File: src/rtl/mem_arbiter_if.sv
// Memory-side request/acknowledge bus shared by instruction fetch and data access.
// The arbiter is the master; the memory or SPI-SRAM bridge is the slave.
interface mem_arbiter_if #(
    parameter int ADDR_W = 24
);
    logic              req;
    logic              we;
    logic [ADDR_W-1:0] addr;
    logic [31:0]       wdata;
    logic [31:0]       rdata;
    logic              ack;

    modport master (output req, we, addr, wdata, input rdata, ack);
    modport slave  (input req, we, addr, wdata, output rdata, ack);
endinterface

File: src/rtl/mem_arbiter.sv
// Shares one single-port memory between the core's fetch and data ports.
// Each core step runs settle -> data access -> fetch -> one unstalled cycle.
module mem_arbiter #(
    parameter int ADDR_W  = 24,
    parameter int SETTLE  = 2,
    parameter int TIMEOUT = 255
) (
    input  logic        clk,
    input  logic        reset,
    input  logic [31:0] pc_f,
    input  logic [31:0] alu_result_m,
    input  logic [31:0] write_data_m,
    input  logic        mem_write_m,
    input  logic        mem_read_m,
    output logic        stall,
    output logic [31:0] inst_f,
    output logic [31:0] read_data_m,
    output logic        err,
    mem_arbiter_if.master mem
);
    localparam logic [31:0] NOP   = 32'h0000_0013;
    localparam int SET_W    = (SETTLE > 0) ? $clog2(SETTLE + 1) : 1;
    localparam int SET_LAST = (SETTLE > 0) ? SETTLE - 1 : 0;
    localparam int CNT_W    = (TIMEOUT > 0) ? $clog2(TIMEOUT + 1) : 1;
    localparam int TO_LAST  = (TIMEOUT > 0) ? TIMEOUT - 1 : 0;
    localparam logic [CNT_W-1:0] CNT_MAX = '1;

    typedef enum logic [1:0] {S_SETTLE, S_DATA, S_FETCH, S_GO} state_t;

    state_t            state_reg;
    logic [SET_W-1:0]  settle_cnt_reg;
    logic [CNT_W-1:0]  wait_cnt_reg;
    logic              req_reg;
    logic              we_reg;
    logic              stall_reg;
    logic              err_reg;
    logic [ADDR_W-1:0] addr_reg;
    logic [31:0]       wdata_reg;
    logic [31:0]       inst_reg;
    logic [31:0]       rdata_reg;

    logic ack_seen;
    logic timeout_hit;
    logic done;

    // An ack arriving in the same cycle as the timeout limit still counts as a real completion.
    assign ack_seen    = req_reg & mem.ack;
    assign timeout_hit = (TIMEOUT != 0) && req_reg && !mem.ack
                         && (wait_cnt_reg == CNT_W'(TO_LAST));
    assign done        = ack_seen | timeout_hit;

    always_ff @(posedge clk or negedge reset) begin
        if (!reset) begin
            state_reg      <= S_SETTLE;
            settle_cnt_reg <= '0;
            wait_cnt_reg   <= '0;
            req_reg        <= 1'b0;
            we_reg         <= 1'b0;
            stall_reg      <= 1'b1;
            err_reg        <= 1'b0;
            addr_reg       <= '0;
            wdata_reg      <= '0;
            inst_reg       <= NOP;
            rdata_reg      <= '0;
        end else begin
            if (req_reg && !done && wait_cnt_reg != CNT_MAX)
                wait_cnt_reg <= wait_cnt_reg + 1'b1;
            if (timeout_hit)
                err_reg <= 1'b1;

            case (state_reg)
                S_SETTLE: begin
                    if (SETTLE == 0 || settle_cnt_reg == SET_W'(SET_LAST)) begin
                        settle_cnt_reg <= '0;
                        state_reg      <= S_DATA;
                    end else begin
                        settle_cnt_reg <= settle_cnt_reg + 1'b1;
                    end
                end
                S_DATA: begin
                    // req low: sample the core and issue; req high: wait for completion.
                    if (!req_reg) begin
                        if (mem_write_m) begin
                            req_reg      <= 1'b1;
                            we_reg       <= 1'b1;
                            addr_reg     <= alu_result_m[ADDR_W-1:0];
                            wdata_reg    <= write_data_m;
                            wait_cnt_reg <= '0;
                        end else if (mem_read_m) begin
                            req_reg      <= 1'b1;
                            we_reg       <= 1'b0;
                            addr_reg     <= alu_result_m[ADDR_W-1:0];
                            wait_cnt_reg <= '0;
                        end else begin
                            state_reg <= S_FETCH;
                        end
                    end else if (done) begin
                        req_reg <= 1'b0;
                        if (!we_reg)
                            rdata_reg <= ack_seen ? mem.rdata : 32'h0;
                        state_reg <= S_FETCH;
                    end
                end
                S_FETCH: begin
                    if (!req_reg) begin
                        req_reg      <= 1'b1;
                        we_reg       <= 1'b0;
                        addr_reg     <= pc_f[ADDR_W-1:0];
                        wait_cnt_reg <= '0;
                    end else if (done) begin
                        req_reg   <= 1'b0;
                        inst_reg  <= ack_seen ? mem.rdata : NOP;
                        stall_reg <= 1'b0;
                        state_reg <= S_GO;
                    end
                end
                S_GO: begin
                    stall_reg <= 1'b1;
                    state_reg <= S_SETTLE;
                end
                default: state_reg <= S_SETTLE;
            endcase
        end
    end

    assign stall       = stall_reg;
    assign inst_f      = inst_reg;
    assign read_data_m = rdata_reg;
    assign err         = err_reg;
    assign mem.req     = req_reg;
    assign mem.we      = we_reg;
    assign mem.addr    = addr_reg;
    assign mem.wdata   = wdata_reg;

    // Address bits above ADDR_W are intentionally dropped.
    generate
        if (ADDR_W < 32) begin : g_drop_hi
            logic unused_hi;
            assign unused_hi = ^{pc_f[31:ADDR_W], alu_result_m[31:ADDR_W]};
        end
    endgenerate
endmodule

File: src/flat_wrapper.sv
// flat-port wrapper written by rule: the top's interface ports become plain ports
module mem_arbiter_flat 
#(
    parameter int ADDR_W  = 24,
    parameter int SETTLE  = 2,
    parameter int TIMEOUT = 255
)
  (clk, reset, pc_f, alu_result_m, write_data_m, mem_write_m, mem_read_m, stall, inst_f, read_data_m, err, mem_req, mem_we, mem_addr, mem_wdata, mem_rdata, mem_ack);
  mem_arbiter_if #(.ADDR_W(ADDR_W)) mem_i ();
  input  logic clk;
  input  logic reset;
  input  logic [31:0] pc_f;
  input  logic [31:0] alu_result_m;
  input  logic [31:0] write_data_m;
  input  logic mem_write_m;
  input  logic mem_read_m;
  output logic stall;
  output logic [31:0] inst_f;
  output logic [31:0] read_data_m;
  output logic err;
  output wire logic [$bits(mem_i.req)-1:0] mem_req;
  output wire logic [$bits(mem_i.we)-1:0] mem_we;
  output wire logic [$bits(mem_i.addr)-1:0] mem_addr;
  output wire logic [$bits(mem_i.wdata)-1:0] mem_wdata;
  input wire logic [$bits(mem_i.rdata)-1:0] mem_rdata;
  input wire logic [$bits(mem_i.ack)-1:0] mem_ack;
  assign mem_req = mem_i.req;
  assign mem_we = mem_i.we;
  assign mem_addr = mem_i.addr;
  assign mem_wdata = mem_i.wdata;
  assign mem_i.rdata = mem_rdata;
  assign mem_i.ack = mem_ack;
  mem_arbiter #(.ADDR_W(ADDR_W), .SETTLE(SETTLE), .TIMEOUT(TIMEOUT)) u_core (.clk(clk), .reset(reset), .pc_f(pc_f), .alu_result_m(alu_result_m), .write_data_m(write_data_m), .mem_write_m(mem_write_m), .mem_read_m(mem_read_m), .stall(stall), .inst_f(inst_f), .read_data_m(read_data_m), .err(err), .mem(mem_i));
endmodule
File: config.mk
export PLATFORM = sky130hd
export DESIGN_NAME = mem_arbiter_flat
export DESIGN_NICKNAME = d
export VERILOG_FILES = /design/src/rtl/mem_arbiter_if.sv /design/src/rtl/mem_arbiter.sv /design/src/flat_wrapper.sv
export SDC_FILE = /design/constraint.sdc
export NUM_CORES = 1
export LEC_CHECK = 0
export CAP_MARGIN = 10
export CORE_MARGIN = 2
export CORE_UTILIZATION = 46
export CTS_BUF_LIST = sky130_fd_sc_hd__clkbuf_16
export DETAILED_ROUTE_END_ITERATION = 16
export PLACE_DENSITY = 0.82
export SLEW_MARGIN = 10
export SYNTH_ARGS = -nofsm -noshare
export SYNTH_HDL_FRONTEND = slang
export SYNTH_SLANG_ARGS = --single-unit
File: constraint.sdc
create_clock -name clk -period 3.85 [get_ports clk]
set_clock_uncertainty 0.15 [all_clocks]
set_input_delay 0.77 -clock clk [delete_from_list [all_inputs] [get_ports clk]]
set_output_delay 0.77 -clock clk [all_outputs]
set_load 0.01 [all_outputs]
==> metrics, run 1 <==
Non-Filler Instances=roughly 870; Post-synth ARST share=100%; xor/xnor share of the synthesized area=1.16%; diode count=0; worst skew pair latency=0.41 ns; P_int=5.06 mW; yosys warns=0; Synth Flop Type=dfrtp_1; Worst Path Required=2.93 ns; crit start category=flip-flop; Synth area leader=dfrtp_1; Crit path buffers/inverters=2; mean routed wirelength per cell=19.1 um; Reg2Reg Setup Slack=1.01 ns; worst hold margin=approximately 0.21 ns; DPL Wire Length=11.8 mm; area occupied by multi-input gates=around 2400 um2; Clock transition at path regs=0.06 ns; unrepaired setup endpoints after global routing=false; critical path's top delay family=buffers and inverters; CTS tree=built; Least-Margin Pin Slew=between 0.6 and 0.7 ns; # resized after CTS=0; Worst Path Max Fanout=68; largest stage delay on the critical path=between 0.6 and 0.7 ns; Initial Util=between 40% and 50%; Reg2Reg Launch Point=u_core.mem.req; Synth Area in Compound Gates=10.2%; layout cells sized above 1=roughly a fifth; metal2 WL=8.42 mm; CTS Root Cell=clkbuf_16; count leader, synth=dfrtp_1; met3 routed WL=between 1.5 and 2 mm; Core ar.=between 10000 and 15000 um2; Setup CP Type=flip-flop to output port; Final setup viols=0; sequential cell area=between 3000 and 4000 um2; max layer used=met4; Slew HR=57.0%; Mapped Avg Cell Area=about 13 um2; DP Cell Count=841; Tcrit/Tclk final=74.6%; Routed WL=approximately 17 mm; post-synthesis mux area share=a little under a fifth; Max Cap Viol=0; clk sinks=~140; first-pass GRT wire length=26.8 mm; # rows=41; # Post-CTS Setup Buffers=0; vias=between 4k and 5k; combinational group share of total power=45.7%; crit-path cells=buf_4 > clkdlybuf4s50_1; vias in the first global route=4923; sequential area share after synthesis=between 50% and 60%; # hold bufs at CTS=0; top-area cell type share of the netlist area=54.8%; R2R depth=6; GPL Wtd Cong=approximately 0.79; HP Class=primary input to async pin; Final nets=828; largest net degree at the start of global routing=70; Leak=3.94 nW; switching share of total power=between 30 and 40%; unique cell type count in the Yosys netlist=46; post-synthesis simple-gate area fraction=under 10%; syn nets=593; crit end category=output port; M1 WL=between 6 and 7 mm; largest cells by area after synthesis=dfrtp_1 (55%), mux2_4 (7.5%), mux2_2 (6.5%); All-Layer GR Usage=between 20% and 30%; starting DRC count in detailed routing=approximately 410; CP Launch Point=u_core.mem.req; antenna-violating nets left=0; die area=around 14000 um2; Seq cells post-synth=136; First-pass DRT Iterations=4; Final Critical Period=2.87 ns; initial antenna violation count=0; IO buf count=240; power per cell area=825 nW/um2; final hold violation count=0; Fill cells=roughly 900; outcome=finished, final reports clean; DR vias/cell=5.34; grt total ovfl=0; Peak Freq=348 MHz; Net Sw Power=2.46 mW; DRC viols=0; CTS H-tree depth=4; CP max stage cell=clkdlybuf4s50_1; VDD IR max=~400 uV; number of synthesized flops with an enable pin=0; Synth Instances=453; Setup TNS=0 ns; Synth Area in Adders=about 1.5%; Syn Std Cell Area=6030 um2; synth cell count leaders=dfrtp_1 (132), nor2_1 (39), mux2_2 (35); Synth-to-Final Area Change=51.2%; die height=118 um; Max Transition Viols Final=0; Clock power frac=21.3%; share of power burned in registers=33.1%; CTS Buf Count=17; main combinational cell family by area after synthesis=multiplexers; # IOs=257; CP arrival=between 1.5 and 2 ns; Die Span X=about 120 um; Clock Path Buffers=2; worst r2r dst=u_core.read_data_m[31]
cell usage in the layout (no fill, tap or decap), drive strengths merged, types with 2 or more instances in the layout:
cell type / instances
clkbuf: 17
clkdlybuf4s50: 239
mux2i: 25
and4b: 2
bufinv: 3
xor2: 7
dfrtp: 132
nand3: 3
inv: 9
nor2: 39
o211ai: 4
a32o: 28
a41oi: 3
a21oi: 30
mux2: 65
o2111ai: 2
a22oi: 3
or2: 2
and3: 32
clkinvlp: 4
dfstp: 4
buf: 10
clkinv: 7
o31ai: 2
ha: 7
and2: 3
nand2: 4
nor2b: 2
cell type report:
type | count | area share (%)
clock buffers | 17 | 4.67
multi-input cells | 275 | 26.2
well taps | 172 | 2.36
clock inverters | 14 | 1.74
inverters | 9 | 0.371
repair buffers | 249 | 27.2
flip-flops and latches | 136 | 37.4
per-layer routing:
layer  vias up  GRT usage [%]
li1       2115              -
met1      2283           29.8
met2       238           40.8
met3        23           8.40
met4         0           8.71
met5         -              0
worst max-delay path by stage:
stage                                   endpoint  slack [ns]  cells after the start
after floorplan           u_core.read_data_m[10]        1.67                      7
after CTS                                mem_req        0.96                      2
after detailed placement  u_core.read_data_m[31]        0.77                      6
final                                    mem_req        0.98                      2
after global routing      u_core.read_data_m[31]        0.83                      6
after global placement    u_core.read_data_m[31]        0.83                      6
stage by stage:
step	power [mW]	util, %	area [um2]	worst slack, ns
floorplan	4.17	-	6030	1.67
global placement	5.80	67.1	8530	0.827
detailed placement	5.95	67.1	8530	0.767
CTS	7.59	71.6	9110	0.960
global route	7.94	71.6	9110	0.825
finish	7.52	71.6	9110	0.979
logic make-up (layout without fill, tap and decap cells):
kind of cell             after synthesis  in the layout
adder cells (fa/ha/maj)                7              7
multiplexers                          90             90
AO/OA/AOI/OAI                         80             80
flip-flops                           136            136
XOR/XNOR                               8              8
AND/OR/NAND/NOR                       90             90
buffers and inverters                 42            289
worst register-to-register path, cell delays in order, from the launching register on:
cell	delay, ns
dfrtp_2	0.35
buf_4	0.52
nand2_1	0.33
o31ai_4	0.22
and3_2	0.24
buf_4	0.50
mux2_2	0.42
power groups by stage:
stage,clock network (mW),logic [mW],registers (mW)
2_1_floorplan,0,1.42,2.74
3_3_place_gp,0,3.35,2.45
3_5_place_dp,0,3.45,2.50
4_1_cts,1.63,3.47,2.49
5_1_grt,1.70,3.68,2.57
6_report,1.60,3.43,2.49
Note: power is estimated with default switching activity, not from simulation.
==> run 2: changes to the inputs <==
Settings changed: CORE_UTILIZATION 46 to 43, PLACE_DENSITY 0.82 to 0.77.
Clock period 3.85 ns to 2.98 ns, I/O delays scaled along.
==> metrics, run 2 (synthesis results as in run 1) <==
Worst Path Max Fanout=32 (was 68); # resized after CTS=0 (unchanged); Pwr Total=9.46 mW (was 7.52 mW); final hold violation count=0 (unchanged); CP max stage cell=o31ai_4 (was clkdlybuf4s50_1); DRC viols=0 (unchanged); Clock transition at path regs=0.05 ns (was 0.06 ns); largest stage delay on the critical path=0.44 ns (was 0.66 ns); switching share of total power=32.6% (was 32.7%); mean routed wirelength per cell=18.0 um (was 19.1 um); P_int=6.37 mW (was 5.06 mW); CTS Root Cell=clkbuf_16 (unchanged); sequential cell area=3410 um2 (unchanged); initial antenna violation count=0 (unchanged); DPL Wire Length=11.5 mm (was 11.8 mm); worst hold margin=0.0334 ns (was 0.206 ns); CP arrival=2.67 ns (was 1.95 ns); GPL Wtd Cong=0.766 (was 0.790); largest net degree at the start of global routing=69 (was 70); clk sinks=136 (unchanged); Net Sw Power=3.08 mW (was 2.46 mW); first-pass GRT wire length=25.0 mm (was 26.8 mm); die area=15000 um2 (was 14000 um2); starting DRC count in detailed routing=295 (was 406); # rows=43 (was 41); HP Class=primary input to async pin (unchanged); Final nets=830 (was 828); IO buf count=240 (unchanged); antenna-violating nets left=0 (unchanged); unrepaired setup endpoints after global routing=false (unchanged); vias in the first global route=4926 (was 4923); Crit path buffers/inverters=2 (unchanged); Leak=3.95 nW (was 3.94 nW); VDD IR max=574 uV (was 400 uV); area occupied by multi-input gates=2390 um2 (unchanged); Setup CP Type=flip-flop to flip-flop (was flip-flop to output port); Final Critical Period=2.53 ns; grt total ovfl=0 (unchanged); Max Transition Viols Final=0 (unchanged); Fill cells=1065 (was 911); combinational group share of total power=46.4% (was 45.7%); Synth-to-Final Area Change=50.9% (was 51.2%); Core ar.=13800 um2 (was 12700 um2); Routed WL=15.9 mm (was 16.7 mm); Tcrit/Tclk final=84.7%; crit-path cells=inv_1 > ha_1 > nand4_1 > o31ai_4 > and3_2 > buf_12 > mux2_2 (was buf_4 > clkdlybuf4s50_1); # hold bufs at CTS=0 (unchanged); Clock power frac=19.6% (was 21.3%); DR vias/cell=5.26 (was 5.34); Worst Path Required=3.13 ns (was 2.93 ns); Peak Freq=396 MHz; vias=4633 (was 4659); crit start category=flip-flop (unchanged); First-pass DRT Iterations=4 (unchanged); Final setup viols=0 (unchanged); Die Span X=122 um (was 118 um); crit end category=flip-flop (was output port); CTS tree=built (unchanged); Slew HR=56.0% (was 57.0%); power per cell area=1040 nW/um2 (was 825 nW/um2); share of power burned in registers=34.0% (was 33.1%); outcome=finished, final reports clean (unchanged); CTS H-tree depth=4 (unchanged); critical path's top delay family=simple AND/OR/NAND/NOR gates (was buffers and inverters); Clock Path Buffers=2 (unchanged); commonest non-fill, non-tap cells in the layout=clkdlybuf4s50_1 (239), dfrtp_1 (131), nor2_1 (39), mux2_2 (35) (unchanged); die height=122 um (was 118 um); layout cells sized above 1=19.8% (was 20.1%); diode count=0 (unchanged); Initial Util=43.8% (was 47.4%); All-Layer GR Usage=21.8% (was 24.6%); # Post-CTS Setup Buffers=0 (unchanged); worst skew pair latency=0.41 ns (about the same); most common cell after layout, fill and taps aside=clkdlybuf4s50_1 (unchanged); Least-Margin Pin Slew=0.660 ns (was 0.644 ns); CTS Buf Count=17 (unchanged); # IOs=257 (unchanged); Setup TNS=0 ns (unchanged); Max Cap Viol=0 (unchanged)
[run 2: cell count changes in the layout (fill, tap and decap cells not counted), sizes merged]
cell / previous run / this run
buf: 10 / 12
clkinvlp: 4 / 3
bufinv: 3 / 1
inv: 9 / 12
clkinv: 7 / 6
[run 2: cell type report]
type	count	area share (%)
sequential	136	37.5
tap	180	2.47
clock inverter	13	1.03
clock buffer	17	4.67
timing repair buffer	251	27.7
multi-input combinational	275	26.2
inverter	9	0.371
[run 2: metrics by stage]
step | instance area [um2] | worst slack (ns) | cells | utilization (%)
6_report | 9100 | 0.455 | 881 | 66.1
4_1_cts | 9100 | 0.464 | 881 | 66.1
5_1_grt | 9100 | 0.348 | 881 | 66.1
2_1_floorplan | 6030 | 0.828 | 453 | -
3_3_place_gp | 8580 | 0.367 | 851 | 62.3
3_5_place_dp | 8580 | 0.355 | 851 | 62.3
[run 2: final timing paths]
path                                             start                      to  slack (ns)  cells after the start
min in group clk                            u_core.err              u_core.err        0.32                      1
worst min-delay path                             reset       u_core.inst_f[23]        0.03                      1
max in group asynchronous                        reset     u_core.mem.wdata[3]        1.88                      2
worst max-delay path            u_core.wait_cnt_reg[0]  u_core.read_data_m[31]        0.45                      7
worst min register to register              u_core.err              u_core.err        0.32                      1
worst max register to register  u_core.wait_cnt_reg[0]  u_core.read_data_m[31]        0.45                      7
[run 2: worst reg2reg max path, delay by kind of cell (launching register included)]
family,cells,cell delay (ns)
and+or+nand+nor,2,0.50
AOI/OAI and AO/OA,1,0.44
adders and majority gates,1,0.18
DFF,1,0.40
buffers and inverters,2,0.36
muxes,1,0.39
[run 2: layer usage]
layer,wire [um],GRT usage (%)
met5,0,0
met2,7820,35.8
met1,6110,25.3
met3,1620,9.15
met4,333,8.69
[run 2: power groups by stage]
stage | combinational (mW) | clock, mW | sequential (mW)
floorplan | 1.84 | 0 | 3.54
global placement | 4.32 | 0 | 3.19
detailed placement | 4.43 | 0 | 3.24
CTS | 4.45 | 1.90 | 3.23
global route | 4.73 | 2.00 | 3.33
finish | 4.39 | 1.85 | 3.22
